==> src/rtl/rvga_pipe_ctrl_pkg.sv <==
// rvga_types: shared types and defaults for the rvga pipeline controller.
//   rvga_fetch_state_e      - fetch-side FSM state (RUN / SQUASH)
//   RVGA_NUM_STAGES_DEFAULT - default pipeline depth
package rvga_types;

  localparam int RVGA_NUM_STAGES_DEFAULT = 6;

  // RUN    : fetch responses are accepted into stage 0
  // SQUASH : one stale fetch response is still in flight and must be dropped
  typedef enum logic {
    RUN    = 1'b0,
    SQUASH = 1'b1
  } rvga_fetch_state_e;

endpackage

==> src/rtl/rvga_pipe_ctrl_perf_cnt.sv <==
// rvga_perf_cnt: free-running wrapping event counter.
//   clk_i  - clock
//   clr_ni - synchronous active-low clear
//   en_i   - count enable, +1 per cycle while high
//   cnt_o  - current count, wraps modulo 2^CNT_W
module rvga_perf_cnt #(
  parameter int CNT_W = 32
) (
  input  logic             clk_i,
  input  logic             clr_ni,
  input  logic             en_i,
  output logic [CNT_W-1:0] cnt_o
);

  logic [CNT_W-1:0] cnt_q, cnt_d;

  assign cnt_d = en_i ? cnt_q + CNT_W'(1) : cnt_q;

  always_ff @(posedge clk_i) begin
    if (!clr_ni) cnt_q <= '0;
    else         cnt_q <= cnt_d;
  end

  assign cnt_o = cnt_q;

endmodule

==> src/rtl/rvga_pipe_ctrl.sv <==
// rvga_pipe_ctrl: N-stage pipeline controller for the rvga core.
// Owns the per-stage valid bits, derives stall/flush for every stage,
// drops stale fetch responses after a redirect and keeps perf counters.
//   clk_i, rst_i        - clock, synchronous active-low reset
//   imem_resp_v_i       - instruction fetch response valid
//   dmem_req_v_i/resp_v - MEM_STAGE access outstanding / data response valid
//   hold_i              - per-stage external hold requests
//   br_taken_i          - instruction in BR_STAGE is a taken branch
//   stage_v_o           - per-stage live-instruction flags
//   stall_o, flush_o    - per-stage hold / invalidate controls
//   redirect_o          - fetch loads branch target this cycle
//   retire_v_o          - instruction leaves the last stage this cycle
//   *_cnt_o             - retire / stage-0 stall / redirect counters
module rvga_pipe_ctrl
  import rvga_types::*;
#(
  parameter int NUM_STAGES = RVGA_NUM_STAGES_DEFAULT,
  parameter int MEM_STAGE  = 4,
  parameter int BR_STAGE   = 5,
  parameter int CNT_W      = 32
) (
  input  logic                  clk_i,
  input  logic                  rst_i,
  input  logic                  imem_resp_v_i,
  input  logic                  dmem_req_v_i,
  input  logic                  dmem_resp_v_i,
  input  logic [NUM_STAGES-1:0] hold_i,
  input  logic                  br_taken_i,
  output logic [NUM_STAGES-1:0] stage_v_o,
  output logic [NUM_STAGES-1:0] stall_o,
  output logic [NUM_STAGES-1:0] flush_o,
  output logic                  redirect_o,
  output logic                  retire_v_o,
  output logic [CNT_W-1:0]      retire_cnt_o,
  output logic [CNT_W-1:0]      stall_cnt_o,
  output logic [CNT_W-1:0]      flush_cnt_o
);

  // Parameter legality
  if (NUM_STAGES < 3 || NUM_STAGES > 16) begin : g_bad_num_stages
    $error("rvga_pipe_ctrl: NUM_STAGES must be in 3..16");
  end
  if (MEM_STAGE < 1 || MEM_STAGE >= NUM_STAGES) begin : g_bad_mem_stage
    $error("rvga_pipe_ctrl: MEM_STAGE must be in 1..NUM_STAGES-1");
  end
  if (BR_STAGE < 1 || BR_STAGE >= NUM_STAGES) begin : g_bad_br_stage
    $error("rvga_pipe_ctrl: BR_STAGE must be in 1..NUM_STAGES-1");
  end

  logic [NUM_STAGES-1:0] stage_v_q, stage_v_d;
  logic [NUM_STAGES-1:0] raw, stall, flush;
  logic                  stall_acc;
  logic                  dmem_wait, br_fire, fetch_accept, retire_v;
  rvga_fetch_state_e     state_q, state_d;
  logic [CNT_W-1:0]      retire_cnt, stall_cnt, flush_cnt;

  // Raw stall sources; the memory stage also waits on an outstanding access.
  assign dmem_wait = stage_v_q[MEM_STAGE] & dmem_req_v_i & ~dmem_resp_v_i;

  always_comb begin
    raw            = hold_i;
    raw[MEM_STAGE] = hold_i[MEM_STAGE] | dmem_wait;
  end

  // A stall freezes its own stage and every older (lower-index) stage.
  always_comb begin
    stall_acc = 1'b0;
    stall     = '0;
    for (int k = NUM_STAGES-1; k >= 0; k--) begin
      stall_acc = stall_acc | raw[k];
      stall[k]  = stall_acc;
    end
  end

  // A branch held by a stall waits, so it fires exactly once on release.
  assign br_fire = stage_v_q[BR_STAGE] & br_taken_i & ~stall[BR_STAGE];

  always_comb begin
    flush = '0;
    for (int k = 0; k < NUM_STAGES; k++) flush[k] = br_fire && (k < BR_STAGE);
  end

  // Fetch FSM: after a redirect with no response in hand, the response to the
  // old request is still coming and must not enter stage 0.
  always_comb begin
    state_d      = state_q;
    fetch_accept = 1'b0;
    unique case (state_q)
      RUN: begin
        fetch_accept = imem_resp_v_i & ~stall[0] & ~br_fire;
        if (br_fire && !imem_resp_v_i) state_d = SQUASH;
      end
      SQUASH: begin
        if (!br_fire && imem_resp_v_i) state_d = RUN;
      end
      default: state_d = RUN;
    endcase
  end

  // Valid-bit advance. Flush wins over stall; a stage whose predecessor is
  // stalled while it moves on receives a bubble.
  always_comb begin
    stage_v_d = stage_v_q;
    if (flush[0])       stage_v_d[0] = 1'b0;
    else if (!stall[0]) stage_v_d[0] = fetch_accept;
    for (int k = 1; k < NUM_STAGES; k++) begin
      if (flush[k])       stage_v_d[k] = 1'b0;
      else if (!stall[k]) stage_v_d[k] = stage_v_q[k-1] & ~stall[k-1];
    end
  end

  always_ff @(posedge clk_i) begin
    if (!rst_i) begin
      stage_v_q <= '0;
      state_q   <= RUN;
    end else begin
      stage_v_q <= stage_v_d;
      state_q   <= state_d;
    end
  end

  assign retire_v = stage_v_q[NUM_STAGES-1] & ~stall[NUM_STAGES-1];

  rvga_perf_cnt #(.CNT_W(CNT_W)) u_retire_cnt (
    .clk_i  (clk_i),
    .clr_ni (rst_i),
    .en_i   (retire_v),
    .cnt_o  (retire_cnt)
  );

  rvga_perf_cnt #(.CNT_W(CNT_W)) u_stall_cnt (
    .clk_i  (clk_i),
    .clr_ni (rst_i),
    .en_i   (stall[0]),
    .cnt_o  (stall_cnt)
  );

  rvga_perf_cnt #(.CNT_W(CNT_W)) u_flush_cnt (
    .clk_i  (clk_i),
    .clr_ni (rst_i),
    .en_i   (br_fire),
    .cnt_o  (flush_cnt)
  );

  // Everything reads as zero while reset is asserted, including the first
  // reset cycle before state has been cleared.
  assign stage_v_o    = {NUM_STAGES{rst_i}} & stage_v_q;
  assign stall_o      = {NUM_STAGES{rst_i}} & stall;
  assign flush_o      = {NUM_STAGES{rst_i}} & flush;
  assign redirect_o   = rst_i & br_fire;
  assign retire_v_o   = rst_i & retire_v;
  assign retire_cnt_o = rst_i ? retire_cnt : '0;
  assign stall_cnt_o  = rst_i ? stall_cnt  : '0;
  assign flush_cnt_o  = rst_i ? flush_cnt  : '0;

endmodule

==> config.mk <==
export PLATFORM = sky130hd
export DESIGN_NAME = rvga_pipe_ctrl
export DESIGN_NICKNAME = d
export VERILOG_FILES = /design/src/rtl/rvga_pipe_ctrl_pkg.sv /design/src/rtl/rvga_pipe_ctrl_perf_cnt.sv /design/src/rtl/rvga_pipe_ctrl.sv
export SDC_FILE = /design/constraint.sdc
export NUM_CORES = 1
export LEC_CHECK = 0
export ABC_CLOCK_PERIOD_IN_PS = 2400
export CAP_MARGIN = 20
export CORE_AREA = 2 2 114 116
export CTS_BUF_LIST = sky130_fd_sc_hd__clkbuf_8
export CTS_CLUSTER_DIAMETER = 60
export DETAILED_ROUTE_END_ITERATION = 10
export DIE_AREA = 0 0 116 118
export PLACE_DENSITY = 0.81
export SYNTH_ARGS = -nofsm -noshare
export SYNTH_HDL_FRONTEND = slang
export SYNTH_HIERARCHICAL = 1
export SYNTH_SLANG_ARGS = --single-unit
==> constraint.sdc <==
create_clock -name clk_i -period 2.4 [get_ports clk_i]
set_input_delay 0.72 -clock clk_i [delete_from_list [all_inputs] [get_ports clk_i]]
set_output_delay 0.72 -clock clk_i [all_outputs]
set_load 0.02 [all_outputs]
==> out/qor.txt, run 1 <==
Hold Crit Depth: 2
EDFF count, synth: 0
Ports: 128
TritonCTS buffer count: 9
Fmax: 413.7 MHz
# placed instances: 997
Most common cell after layout, fill and taps aside: dlygate4sd2_1
Nets: 862
Clock Power Share: 36.4%
Status: finished with violations
Hold Path End: u_flush_cnt/cnt_o[31]
Filler-free cell count of the finished design: 1024
Initial DRC Count: 404
Starting density of the core: 47.38%
DRC violation count after routing: 0
Fin. max-slew vios: 0
Fin crit share: 100.7%
Comb pwr share: 6.9%
Crit start category: primary input
Port Buf Inserts: 126
PwrDens: 390.2 nW/um2
Total power: 3.033 mW
Largest net degree at the start of global routing: 57
Syn_area_per_cell: 8.403 um2
CP arrival: 1700 ps
Root Buffer: clkbuf_8
Max_cap viols: 0
Die Height: 118 um
CP Max Fanout: 3
Initial antenna violation count: 3
Clock buffer depth: 2
Min Tclk post-route: 2417 ps
YS warnings: 6
CTS tree: yes
DP HPWL: 10650 um
Leak: 3.347 nW
Post-Syn Instances: 700
Layout area overhead: 32.12%
FF-to-FF End: u_stall_cnt/cnt_o[26]
Vias post-DR: 5695
Post-Syn Area: 5882 um2
Post-DRT Antenna Nets: 0
TritonCTS Sinks: 103
Clock-pin slew on the worst setup and hold paths: 90 ps
Synth top area share: 35.06%
Worst setup EP type: output pin
Final setup viols: 1
Final WS setup: -17.08 ps
H-tree Lvls: 3
Area leader, netlist: dfxtp_1
GR Overflow Total: 0
Worst path bufs/invs: 2
Setup TNS: -17.08 ps
Synth Register Bits: 103
Share of cells above drive strength 1: 15.75%
Cell row count: 41
Synth area leaders: dfxtp_1 (35%), and2_1 (11%), xor2_1 (4.0%), nand4_1 (3.3%), nand2b_1 (3.2%)
Vias in the first global route: 5170
Final wirelength: 15170 um
CP top delay family: simple AND/OR/NAND/NOR gates
Die area: 13690 um2
CP most frequent cell: buf_6
RSZ-0062 raised after global routing: true
Crit-path cells: buf_6 > or3_4 > nor4_4 > nor2b_2 > buf_6
Register share of total power: 56.7%
Slew headroom: 54.59%
Skew-Pair Late Insertion Delay: 370 ps
Max incr delay on CP: 380 ps
Failing checks: negative setup slack
R2R Path Start: stage_v_q[4]
WP data required: 1680 ps
Critical path's slowest cell: or3_4
Placeable Area: 12410 um2
First-pass GRT wire length: 24090 um
Hold-fix buffers, CTS: 0
Pre-Repair DR Iteration Count: 4
P_int: 2.310 mW
Number of distinct library cells after synthesis: 49
Worst hold start: u_flush_cnt/cnt_o[31]
Clock skew: 10.35 ps
Peak supply drop: 0.0003573 V
Most frequent cells in the layout: dlygate4sd2_1 (106), and2_1 (104), dfxtp_1 (103)
R2R depth: 9
Reg2reg setup slack: 350 ps
Register area share after synthesis: 35.06%
Sw frac: 23.81%
Final hold vios: 0
Worst min path class: flip-flop to flip-flop
Sw Pwr: 722.2 uW
RD Place Congestion: 0.8825
GRT Total Usage: 21.12%
Asr flop ratio synth: 0%
Post-synthesis net count: 715
Vias per cell: 5.562
Width of the die: 116 um
Crit Path Class: primary input to output pin
Final Cell Area: 7771 um2
Main synth FF type: dfxtp_1
Measured slew at the worst slew-check pin: 680.3 ps
Routed len/inst: 14.81 um
Filler instances: 1091
Post-DP Area: 7508 um2
area by class of cell:
| class | count | area [um2] | area share (%) |
|---|---|---|---|
| clock buffer | 10 | 137.6 | 1.771 |
| sequential | 103 | 2062 | 26.53 |
| timing repair buffer | 192 | 1685 | 21.69 |
| antenna | 1 | 2.502 | 0.03220 |
| inverter | 18 | 67.56 | 0.8694 |
| multi-input combinational | 523 | 3542 | 45.58 |
| tap | 172 | 215.2 | 2.769 |
| clock inverter | 5 | 58.81 | 0.7567 |
how the worst max path moves through the flow:
stage,start,endpoint,slack [ps],depth (start not counted)
finish,hold_i[5],stall_o[1],-20,5
global route,hold_i[4],stall_o[1],-90,5
CTS,hold_i[4],stall_o[1],-20,5
detailed placement,hold_i[5],stall_o[2],-790,6
global placement,hold_i[5],stall_o[4],-780,5
floorplan,hold_i[5],u_flush_cnt/cnt_o[28],2,10
power groups by stage:
stage / registers, mW / logic [mW] / clock network [mW]
after floorplan: 1.76 / 0.104 / 0
after global placement: 1.76 / 0.182 / 0
after detailed placement: 1.76 / 0.188 / 0
after CTS: 1.72 / 0.191 / 1.13
after global routing: 1.72 / 0.228 / 1.20
final: 1.72 / 0.209 / 1.10
registers in the layout, summed over array words and instances, names as in the netlist:
| signal | cells |
|---|---|
| stage_v_q | 6 |
| u_stall_cnt/cnt_o | 32 |
| state_q | 1 |
| u_retire_cnt/cnt_o | 32 |
| u_flush_cnt/cnt_o | 32 |
stage by stage:
step / hold WS [ps] / utilization [%] / setup WS, ps
after floorplan: 438.0 / - / 2.457
after global placement: 453.7 / 60.48 / -779.5
after detailed placement: 475.1 / 60.48 / -788.1
after CTS: 487.7 / 61.48 / -23.74
after global routing: 513.2 / 62.58 / -89.19
final: 481.3 / 62.60 / -17.08
logic make-up (layout without fill, tap and decap cells):
logic type / count (synthesis) / in the layout / synth area share, %
adders and majority gates: 4 / 4 / 0.8084
buffers and inverters: 74 / 225 / 6.360
and+or+nand+nor: 367 / 367 / 36.67
AOI/OAI and AO/OA: 97 / 97 / 12.68
muxes: 15 / 15 / 2.553
other: 1 / 2 / 0.06376
DFF: 103 / 103 / 35.06
xor gates and xnor gates: 39 / 39 / 5.807
cells in the mapped netlist (2+ instances only):
library cell and count:
a21boi_0 2, a21oi_1 23, and2_1 107, and3_1 6, and3_2 3, and4_1 9, buf_2 8, buf_4 6
buf_6 4, buf_8 3, clkbuf_1 35, dfxtp_1 103, ha_1 3, inv_1 18, mux2i_1 15, nand2_1 41
nand2b_1 30, nand3_1 32, nand4_1 31, nand4_2 3, nand4b_1 4, nor2_1 45, nor2b_1 2, nor3_1 8
nor3b_1 3, nor4_1 9, o21ai_0 13, o311ai_0 15, o311ai_1 6, o311ai_2 3, o31ai_1 10, o41ai_1 21
o41ai_2 3, or2_1 3, or3_1 12, or4_1 9, or4_4 3, xnor2_1 12, xor2_1 27
metal layers:
layer	part of all wire [%]	wire (um)	up-vias	track usage, %
met1	45	6749	2691	28.16
li1	-	-	2790	-
met5	0.15	22	-	0
met4	1.6	241	4	7.813
met3	5.9	898	22	3.553
met2	48	7254	188	34.06
worst register-to-register path, stage by stage (launching register included):
cell and delay, ps:
dfxtp_1 380, nand3b_1 160, buf_6 160, nand3_2 80, buf_6 120, and4_4 230, nand4_1 210, buf_6 220
o311ai_1 250, o41ai_1 110
repair_timing:
item                                    CTS  global route
pin swaps                                 5             3
endpoints found under the setup margin  144            81
resized for setup                       187            24
buffers inserted                          3             6
gates cloned                              0             2
Power figures use the tool's default switching activity.
==> inputs of run 2 (changes only) <==
--- a/config.mk
+++ b/config.mk
@@ -5,14 +5,15 @@
 export SDC_FILE = /design/constraint.sdc
 export NUM_CORES = 1
 export LEC_CHECK = 0
-export ABC_CLOCK_PERIOD_IN_PS = 2400
+export ABC_AREA = 1
+export ABC_CLOCK_PERIOD_IN_PS = 2600
 export CAP_MARGIN = 20
-export CORE_AREA = 2 2 114 116
+export CORE_AREA = 2 2 113 115
 export CTS_BUF_LIST = sky130_fd_sc_hd__clkbuf_8
 export CTS_CLUSTER_DIAMETER = 60
 export DETAILED_ROUTE_END_ITERATION = 10
-export DIE_AREA = 0 0 116 118
-export PLACE_DENSITY = 0.81
+export DIE_AREA = 0 0 115 117
+export PLACE_DENSITY = 0.85
 export SYNTH_ARGS = -nofsm -noshare
 export SYNTH_HDL_FRONTEND = slang
 export SYNTH_HIERARCHICAL = 1
==> constraint.sdc (replaced) <==
create_clock -name clk_i -period 2.6 [get_ports clk_i]
set_input_delay 0.78 -clock clk_i [delete_from_list [all_inputs] [get_ports clk_i]]
set_output_delay 0.78 -clock clk_i [all_outputs]
set_load 0.02 [all_outputs]
==> out/qor.txt, run 2 <==
Fin crit share: 98.14%
Fin. max-slew vios: 0
GRT Total Usage: 23.02%
Max incr delay on CP: 260 ps
TritonCTS buffer count: 9
EDFF count, synth: 0
Initial antenna violation count: 1
Skew-Pair Late Insertion Delay: 360 ps
Total power: 2.653 mW
Vias per cell: 4.850
Post-Syn Instances: 1065
CTS tree: yes
Starting density of the core: 53.02%
Most frequent cells in the layout: nand2_1 (294), inv_1 (198), nor2_1 (142)
Share of cells above drive strength 1: 13.70%
Hold-fix buffers, CTS: 0
Setup WS pre-CTS: -698.5 ps
Final Cell Area: 8205 um2
First-pass GRT wire length: 25450 um
Clock skew: 10.12 ps
# placed instances: 1352
Most common cell after layout, fill and taps aside: nand2_1
Min Tclk post-route: 2552 ps
DRC violation count after routing: 0
Number of distinct library cells after synthesis: 30
Filler instances: 1180
Synth area leaders: dfxtp_1 (32%), nand2_1 (17%), inv_1 (11%), nor2_1 (8.2%), a21oi_1 (5.1%)
Post-synthesis net count: 1080
Die Height: 117 um
Port Buf Inserts: 126
Filler-free cell count of the finished design: 1370
CP Max Fanout: 3
Pre-Repair DR Iteration Count: 5
Placeable Area: 12310 um2
Post-DP Area: 8184 um2
Clock-pin slew on the worst setup and hold paths: 90 ps
H-tree Lvls: 3
Most frequent cell after synthesis: nand2_1
Worst min path class: flip-flop to flip-flop
Crit start category: primary input
PwrDens: 323.4 nW/um2
YS warnings: 6
Final hold vios: 0
Crit Path Class: primary input to output pin
Leak: 4.640 nW
Clock buffer depth: 2
DP HPWL: 12080 um
Worst setup EP type: output pin
GR Overflow Total: 0
Synth top area share: 31.59%
TritonCTS Sinks: 103
Status: finished clean
Routed len/inst: 11.32 um
Post-Syn Area: 6528 um2
Synth top cells by count: nand2_1 (295), inv_1 (197), nor2_1 (143)
Layout area overhead: 25.70%
Setup TNS: 0 ps
Post-DRT Antenna Nets: 0
Critical path's slowest cell: nor3_4
RSZ-0062 raised after global routing: true
Ports: 128
Nets: 1229
Root Buffer: clkbuf_8
Largest net degree at the start of global routing: 68
Peak supply drop: 0.0002355 V
Syn_area_per_cell: 6.129 um2
Vias in the first global route: 5805
Fmax: 391.9 MHz
Final wirelength: 15510 um
Vias post-DR: 6644
Synth Register Bits: 103
Main synth FF type: dfxtp_1
Max_cap viols: 0
Width of the die: 115 um
Final WS setup: 48.30 ps
Final setup viols: 0
Register area share after synthesis: 31.59%
Cell row count: 41
CP arrival: 1770 ps
WP data required: 1820 ps
RD Place Congestion: 0.8635
Asr flop ratio synth: 0%
Crit-path cells: buf_2 > nor2_4 > nand4_4 > nor3_4 > nor2_1 > buf_4
Area leader, netlist: dfxtp_1
Die area: 13460 um2
Initial DRC Count: 445
[run 2: per-stage QoR]
stage                     hold slack, ps  util (%)
after floorplan                    448.6         -
after global placement             472.7     66.47
after detailed placement           471.0     66.47
after CTS                          489.2     66.66
after global routing               534.4     66.65
final                              499.0     66.65
[run 2: timing repair]
action / 4_1_cts / 5_1_grt
gates resized for setup: 170 / 2
setup buffers: 1 / 0
setup endpoints to repair: 115 / 3
pin swaps: 6 / 0
[run 2: area by class of cell]
type / count / area, um2 / share of cell area, %
sequential: 103 / 2062 / 25.13
clock inverter: 7 / 33.78 / 0.4117
multi-input combinational: 726 / 3551 / 43.28
antenna: 1 / 2.502 / 0.03050
inverter: 209 / 792.0 / 9.652
tap: 150 / 187.7 / 2.287
clock buffer: 9 / 123.9 / 1.510
timing repair buffer: 165 / 1453 / 17.70
[run 2: per-layer routing]
layer,wire (um),up-vias,share of wire (%),track usage (%)
li1,-,3520,-,-
met1,7037,2951,45,29.59
met2,7498,159,48,40.20
met3,764,14,4.9,3.656
met4,212,0,1.4,6.506
met5,0,-,0,0
[run 2: cells by family (layout without fill, tap and decap cells)]
logic type / after synthesis / after routing / synth area share [%]
and+or+nand+nor: 615 / 615 / 44.14
buffers and inverters: 236 / 390 / 14.51
DFF: 103 / 103 / 31.59
AOI/OAI and AO/OA: 98 / 98 / 7.916
xor gates and xnor gates: 9 / 9 / 1.208
adders and majority gates: 3 / 3 / 0.5751
other: 1 / 2 / 0.05745
[run 2: where the power goes]
group / total (mW) / internal, mW / switching, mW
Clock: 0.874 / 0.334 / 0.540
Sequential: 1.59 / 1.58 / 0.00605
Combinational: 0.193 / 0.0812 / 0.112
[run 2: path summary, 6_finish.rpt]
| path | startpoint | end | slack, ps | cells past startpoint |
|---|---|---|---|---|
| min | stage_v_q[1] | stage_v_q[2] | 500 | 2 |
| min reg2reg | stage_v_q[1] | stage_v_q[2] | 500 | 2 |
| max | hold_i[4] | stall_o[0] | 50 | 6 |
| max reg2reg | stage_v_q[4] | u_stall_cnt/cnt_o[24] | 760 | 11 |
[run 2: critical path: cells and delay by family]
| family | cells | cell delay [ps] |
|---|---|---|
| simple gates | 4 | 710 |
| buf+inv | 2 | 270 |
